## src/rtl/arb_pkg.sv

```systemverilog
// arb_pkg: shared enums and index helper for the round-robin/priority arbiter.
package arb_pkg;
    typedef enum logic {ARB_FIXED = 1'b0, ARB_RR = 1'b1} arb_mode_e;
    typedef enum logic {IDLE = 1'b0, GRANT = 1'b1} arb_state_e;
    function automatic int bit_to_idx(int b, int n);
        return n - 1 - b;
    endfunction
endpackage

```

## src/rtl/rr_priority_arbiter_if.sv

```systemverilog
// rr_priority_arbiter_if: request/grant bundle between sources, arbiter and consumer.
interface rr_priority_arbiter_if #(parameter int N = 8);
    localparam int W = $clog2(N);
    logic [N-1:0] req;
    logic         mode;
    logic         gnt_ready;
    logic         gnt_valid;
    logic [W-1:0] gnt_idx;
    modport master (output req, mode, gnt_ready, input gnt_valid, gnt_idx);
    modport slave (input req, mode, gnt_ready, output gnt_valid, gnt_idx);
endinterface

```

## src/rtl/pe_find_first.sv

```systemverilog
// pe_find_first: lowest encoded index e (= N-1-b) among set bits of v.
module pe_find_first import arb_pkg::*; #(parameter int N = 8) (
    input  logic [N-1:0]         v,
    output logic                 found,
    output logic [$clog2(N)-1:0] idx
);
    localparam int W = $clog2(N);
    always_comb begin
        found = |v;
        idx = '0;
        // ascending bit order: the last hit is the highest bit, i.e. the lowest e
        for (int b = 0; b < N; b++)
            if (v[b]) idx = W'(bit_to_idx(b, N));
    end
endmodule

```

## src/rtl/rr_priority_arbiter.sv

```systemverilog
// rr_priority_arbiter: registered N-way fixed/round-robin arbiter with a valid/ready grant.
module rr_priority_arbiter import arb_pkg::*; #(parameter int N = 8) (
    input logic                  clk,
    input logic                  rst,
    rr_priority_arbiter_if.slave bus
);
    localparam int W = $clog2(N);
    arb_state_e   state_q, state_d;
    logic [W-1:0] ptr_q, ptr_d, gnt_idx_q, gnt_idx_d, m_idx, r_idx;
    logic [N-1:0] mask;
    logic         m_found, r_found, rr, load;

    pe_find_first #(.N(N)) u_masked (.v(bus.req & mask), .found(m_found), .idx(m_idx));
    pe_find_first #(.N(N)) u_raw (.v(bus.req), .found(r_found), .idx(r_idx));

    // the search on an accept cycle already starts past the grant being retired
    always_comb begin
        rr = bus.mode == ARB_RR;
        ptr_d = (state_q == GRANT && bus.gnt_ready && rr) ?
                (gnt_idx_q == W'(N - 1) ? '0 : gnt_idx_q + 1'b1) : ptr_q;
        mask = '0;
        for (int b = 0; b < N; b++)
            mask[b] = bit_to_idx(b, N) >= int'(ptr_d);
    end

    always_comb begin
        load = state_q == IDLE || bus.gnt_ready;
        state_d = load ? (r_found ? GRANT : IDLE) : state_q;
        gnt_idx_d = (load && r_found) ? ((rr && m_found) ? m_idx : r_idx) : gnt_idx_q;
    end

    always_ff @(posedge clk or posedge rst)
        if (rst) begin
            state_q <= IDLE;
            ptr_q <= '0;
            gnt_idx_q <= '0;
        end else begin
            state_q <= state_d;
            ptr_q <= ptr_d;
            gnt_idx_q <= gnt_idx_d;
        end

    assign bus.gnt_valid = state_q == GRANT;
    assign bus.gnt_idx = gnt_idx_q;
endmodule

```

## src/flat_wrapper.sv

```systemverilog
// flat-port wrapper written by rule: the top's interface ports become plain ports
module rr_priority_arbiter_flat import arb_pkg::*;
#(parameter int N = 8)
  (clk, rst, bus_req, bus_mode, bus_gnt_ready, bus_gnt_valid, bus_gnt_idx);
  rr_priority_arbiter_if #(.N(N)) bus_i ();
  input logic clk;
  input logic rst;
  input wire logic [$bits(bus_i.req)-1:0] bus_req;
  input wire logic [$bits(bus_i.mode)-1:0] bus_mode;
  input wire logic [$bits(bus_i.gnt_ready)-1:0] bus_gnt_ready;
  output wire logic [$bits(bus_i.gnt_valid)-1:0] bus_gnt_valid;
  output wire logic [$bits(bus_i.gnt_idx)-1:0] bus_gnt_idx;
  assign bus_i.req = bus_req;
  assign bus_i.mode = bus_mode;
  assign bus_i.gnt_ready = bus_gnt_ready;
  assign bus_gnt_valid = bus_i.gnt_valid;
  assign bus_gnt_idx = bus_i.gnt_idx;
  rr_priority_arbiter #(.N(N)) u_core (.clk(clk), .rst(rst), .bus(bus_i));
endmodule
```

## config.mk

```make
export PLATFORM = sky130hd
export DESIGN_NAME = rr_priority_arbiter_flat
export DESIGN_NICKNAME = d
export VERILOG_FILES = /design/src/rtl/arb_pkg.sv /design/src/rtl/rr_priority_arbiter_if.sv /design/src/rtl/pe_find_first.sv /design/src/rtl/rr_priority_arbiter.sv /design/src/flat_wrapper.sv
export SDC_FILE = /design/constraint.sdc
export NUM_CORES = 1
export LEC_CHECK = 0
export BUFFER_PORTS_ARGS = -buffer_cell sky130_fd_sc_hd__clkbuf_2
export CAP_MARGIN = 20
export CORE_MARGIN = 4
export CORE_UTILIZATION = 40
export CTS_BUF_LIST = sky130_fd_sc_hd__clkbuf_16
export DETAILED_ROUTE_END_ITERATION = 16
export PLACE_DENSITY = 0.68
export SLEW_MARGIN = 0
export SYNTH_ARGS = -nofsm -noshare
export SYNTH_HDL_FRONTEND = slang
export SYNTH_HIERARCHICAL = 1
export SYNTH_SLANG_ARGS = --single-unit
```

## constraint.sdc

```tcl
create_clock -name clk -period 2 [get_ports clk]
set_input_delay 0.3 -clock clk [delete_from_list [all_inputs] [get_ports clk]]
set_output_delay 0.3 -clock clk [all_outputs]
set_load 0.005 [all_outputs]
```

After elaboration in Yosys (flattened, before gate mapping)
Cells that the tools add are included.
- word-level logic and storage cells: 41
- input bits: 12
- bits in registers: 7
- bitwise logic cells: 2
- reductions and logical operators: 7
- add/sub/neg operators: 1
- muxes and demuxes: 20
- equality and inequality tests: 1
- $lt $le $gt $ge: 7
- operators by type and width (kind ; number):
    2-to-1 mux 3 bit ; 19
    OR reduction 8 bit ; 2
    >= comparator 3 bit, first input constant ; 3
    AND 8 bit ; 1
    >= comparator 1 x 3 -> 1 bit, first input constant ; 2
    >= comparator 2 x 3 -> 1 bit, first input constant ; 2
    logical AND 1 bit ; 4
    adder 3 x 1 -> 3 bit, second input constant ; 1
    == test 3 bit, second input constant ; 1
    logical OR 1 bit ; 1
    2-to-1 mux 1 bit ; 1
    inverter 1 bit ; 1

Longest topological paths before layout
- word-level depth: 14
- mapped depth: 10
- gate-level depth less buffers: 10

Hierarchy
Netlist, hierarchy kept.
- modules (own cells, without submodules) (module ; times used ; cells an instance ; area an instance (um^2)):
    rr_priority_arbiter ; 1 ; 55 ; 480.5
    pe_find_first ; 2 ; 13 ; 81.3

Worst setup path after synthesis
No wires, ideal clock.
- kind: flip-flop to flip-flop
- from: register u_core.gnt_idx_q[0], in the netlist u_core/bus.gnt_idx[0]
- to: register u_core.gnt_idx_q[0], in the netlist u_core/bus.gnt_idx[0]
- clock period less this slack: 2.185 ns
- data arrival time: 2.062 ns
- path slack: -0.185 ns
- stages on the path, launching flop included: 11
- required time: 1.877 ns
- path through: dfrtp_1 > ha_1 > ha_1 > nor2_1 > o211ai_1 > and3_1 > nor4_2 > nand3_1 > nand2_1 > mux2i_1 > a21oi_1
- elaborated cells on any way between the ends: 22
- classes of those cells: add/sub (1); order compare (7); eq/ne (1); mux (10); bitwise (1); reduce/logical (2)
- RTL lines (item ; line ; text):
    from (decl) ; rr_priority_arbiter.sv:9 ; logic [W-1:0] ptr_q, ptr_d, gnt_idx_q, gnt_idx_d, m_idx, r_idx;
    from (signal assigned) ; rr_priority_arbiter.sv:40 ; gnt_idx_q <= gnt_idx_d;
    adder 3 x 1 -> 3 bit / == test 3 bit (equally long branches) ; rr_priority_arbiter.sv:20 ; (gnt_idx_q == W'(N - 1) ? '0 : gnt_idx_q + 1'b1) : ptr_q;
    2-to-1 mux 3 bit (*) ; rr_priority_arbiter.sv:20 ;
    2-to-1 mux 3 bit (*) ; rr_priority_arbiter.sv:19 ; ptr_d = (state_q == GRANT && bus.gnt_ready && rr) ?
    >= comparator 3 bit, or another cell as far along ; rr_priority_arbiter.sv:23 ; mask[b] = bit_to_idx(b, N) >= int'(ptr_d);
    AND 8 bit (*) ; rr_priority_arbiter.sv:13 ; pe_find_first #(.N(N)) u_masked (.v(bus.req & mask), .found(m_found), .idx(m_idx));
    OR reduction 8 bit (*) ; pe_find_first.sv:9 ; found = |v;
    via u_core.m_found ; rr_priority_arbiter.sv:11 ; logic m_found, r_found, rr, load;
    logical AND 1 bit (*) ; rr_priority_arbiter.sv:29 ; gnt_idx_d = (load && r_found) ? ((rr && m_found) ? m_idx : r_idx) : gnt_idx_q;
    2-to-1 mux 3 bit (*) ; rr_priority_arbiter.sv:29 ;
The timed path passes the listed nets; every way through them passes the cells marked *.
A chain may end at the register's enable or synchronous reset.

Worst setup path in the final report
- from: register u_core.gnt_idx_q[1], in the netlist u_core/bus.gnt_idx[1]
- to: register u_core.gnt_idx_q[1], in the netlist u_core/bus.gnt_idx[1]
Same word-level chain as after synthesis.

==> summary.md <==
| Metric | Value |
|---|---|
| Remaining DRCs | `0` |
| Failing checks | `setup timing` |
| Largest fanout on the critical path | `7` |
| Clk buf depth | `2` |
| Fin nets | `125` |
| Initial cell density of the core | `42.7%` |
| Period Utilization, post-route | `105%` |
| Seq pwr share | `21.3%` |
| Number of flops mapped to enable cells by yosys | `0` |
| Max-slew violations | `0` |
| Critical Path AT | `2200 ps` |
| First-pass GRT wire length | `3000 um` |
| Crit end category | `flop` |
| Clock share of power | `29.5%` |
| Total Wirelength | `1840 um` |
| Clock-pin slew on the worst setup and hold paths | `30 ps` |
| Final ANT Viol Nets | `0` |
| Core area | `1510 um2` |
| Post-synthesis adder-cell area fraction | `3.89%` |
| Antenna cells | `0` |
| GRT Total Usage | `19.0%` |
| Main synth FF type | `dfrtp_1` |
| Post-synth top area cell | `dfrtp_1` |
| Mean Syn Cell Area | `7.94 um2` |
| Largest net degree at the start of global routing | `11` |
| Die X | `48.1 um` |
| Overall power | `1.12 mW` |
| Post-synthesis xor/xnor area fraction | `0%` |
| Synth unique cells | `29` |
| Hpwl dp | `1460 um` |
| Post-layout util | `64.5%` |
| Post-synth ARST share | `100%` |
| Vias/cell | `5.71` |
| GP Congestion | `0.817` |
| Synth top area cells | `dfrtp_1 27%, a21oi_1 6.2%, mux2i_1 4.7%, nor2_1 4.7%, nand2_1 4.1%` |
| Result of the run | `finished with violations` |
| Tightest Pin Transition | `387 ps` |
| Leading cell type in the layout, fill and taps excluded | `clkbuf_2` |
| Comb power frac | `49.2%` |
| Dpl cells | `119` |
| Final WS setup | `-96.4 ps` |
| Fin crit period | `2100 ps` |
| Clk_skew | `0.427 ps` |
| Clk sinks | `7` |
| Global route overflow | `0` |
| Root buffer cell | `clkbuf_16` |
| CTS tree | `built` |
| Synth Area in Compound Gates | `24.5%` |
| CTS H-tree lvls | `1` |
| Pwr dens | `1150 nW/um2` |
| Number of I/O port buffers | `15` |
| Leak | `0.441 nW` |
| Largest family of logic cells by synthesized area | `simple AND/OR/NAND/NOR gates` |
| Post-Synthesis Cells | `81` |
| Layout cells sized above 1 | `39.1%` |
| # IOs | `16` |
| Most frequent cells in the layout | `15 x clkbuf_2, 9 x buf_4, 8 x a21oi_1` |
| Max_cap viols | `0` |
| Vias in the first global route | `688` |
| Cell Count, Final, Fillers Out | `126` |
| Area Overhead vs Synth | `51.2%` |
| Req. time, crit path | `2110 ps` |
| Max-slew headroom | `73.9%` |
| Final hold vios | `0` |
| Die Area | `2310 um2` |
| Core Rows | `14` |
| Switching part of the total power | `35.6%` |
| Worst-Skew Late Latency | `230 ps` |
| Int Pwr | `0.723 mW` |
| Mapped Area | `643 um2` |
| Switching pwr | `0.400 mW` |
| Fmax | `477 MHz` |
| CTS buffer count | `3` |
| 1st-iter DRT viols | `17` |
| Antenna violations before repair | `0` |
| Chip height | `48.1 um` |
| Post-synth top area share | `27.2%` |
| Register bit total from synthesis | `7` |
| Worst hold path type | `in -> reg` |
| Fill cells | `131` |
| RSZ-0062 raised after global routing | `true` |
| Drt first pass iters | `4` |
| Syn Nets | `95` |
| Seq/Total Area, Yosys | `27.2%` |
| Final count of negative-setup-slack endpoints | `3` |
| Multiplexer share of the synthesized area | `6.42%` |
| Critical setup path kind | `reg -> reg` |
| Final hold slack | `470 ps` |
| Via count | `720` |
| Startpoint types | `flop` |
| Syn. warnings | `6` |
| Worst vdd ir | `0.842 mV` |
| Simple-Gate Fraction of Synth Area | `34.2%` |
| Routed len/inst | `14.6 um` |
-- metrics by stage --
stage               instance area (um2)  setup WS (ps)  TNS, ps
floorplan                           673           9.22        0
global route                        972           -209     -536
finish                              972          -96.4     -227
global placement                    823          -40.3    -93.0
detailed placement                  823           -130     -318
CTS                                 936          -91.1     -193
-- flip-flops by register name, indices dropped and copies added, names as in the netlist --
name / flops
u_core/bus.gnt_idx: 3
u_core/ptr_q: 3
u_core/bus.gnt_valid: 1
-- cell families after synthesis --
group                      count (synthesis)
adders and majority gates                  2
muxes                                      4
buffers and inverters                      6
DFF                                        7
AOI/OAI and AO/OA                         23
and+or+nand+nor                           39
-- cell usage after synthesis (3+ instances only) --
library cell,instances
a21oi_1,8
nor2_1,8
dfrtp_1,7
nand2_1,7
inv_1,5
and3_1,4
nand3_1,4
mux2i_1,3
-- cell type report --
class	instances	area (um2)	share of cell area, %
Timing Repair Buffer	26	164	16.9
Multi-Input combinational cell	68	515	53.0
Inverter	5	18.8	1.93
Tap cell	16	20.0	2.06
Clock buffer	3	75.1	7.72
Clock inverter	1	3.75	0.386
Sequential cell	7	175	18.0
-- worst max-delay path, cell delays in order, from the launching register on --
cell     delay (ps)
dfrtp_1         380
ha_2            210
ha_4            310
nand4_1         120
and3_4          190
nor4_4          210
nand3_1         120
nand2_2         120
mux2i_1         220
a21oi_1         100
-- final timing paths --
| path | startpoint | to | slack [ps] | cells after the start |
|---|---|---|---|---|
| max | u_core/bus.gnt_idx[1]$_DFFE_PP0P_ | u_core/bus.gnt_idx[1]$_DFFE_PP0P_ | -100 | 9 |
| min | bus_gnt_ready | u_core/bus.gnt_valid$_DFFE_PP0N_ | 470 | 3 |
| max reg2reg | u_core/bus.gnt_idx[1]$_DFFE_PP0P_ | u_core/bus.gnt_idx[1]$_DFFE_PP0P_ | -100 | 9 |
| min reg2reg | u_core/ptr_q[0]$_DFF_PP0_ | u_core/ptr_q[0]$_DFF_PP0_ | 580 | 2 |
| max in group asynchronous | rst | u_core/bus.gnt_idx[1]$_DFFE_PP0P_ | 1270 | 3 |
| min in group asynchronous | rst | u_core/ptr_q[0]$_DFF_PP0_ | 530 | 3 |
-- per-layer routing --
metal | share of wire [%] | track usage [%]
met1 | 44 | 25.3
met2 | 48 | 28.2
met3 | 5.6 | 3.32
met4 | 2.3 | 11.8
met5 | 0 | 0
-- repair_timing --
item	in CTS	in global routing
hold buffers	1	0
setup endpoints to repair	3	3
endpoints found under the hold margin	7	0
resized for setup	5	4
pin swaps	8	9
buffers inserted	0	2
-- power groups by stage --
stage,Clock (mW),Sequential [mW],Combinational (mW)
6_report,0.331,0.239,0.553
5_1_grt,0.347,0.247,0.604
4_1_cts,0.335,0.238,0.501
3_5_place_dp,0,0.239,0.473
3_3_place_gp,0,0.237,0.459
2_1_floorplan,0,0.234,0.294
Note: power is estimated with default switching activity, not from simulation.
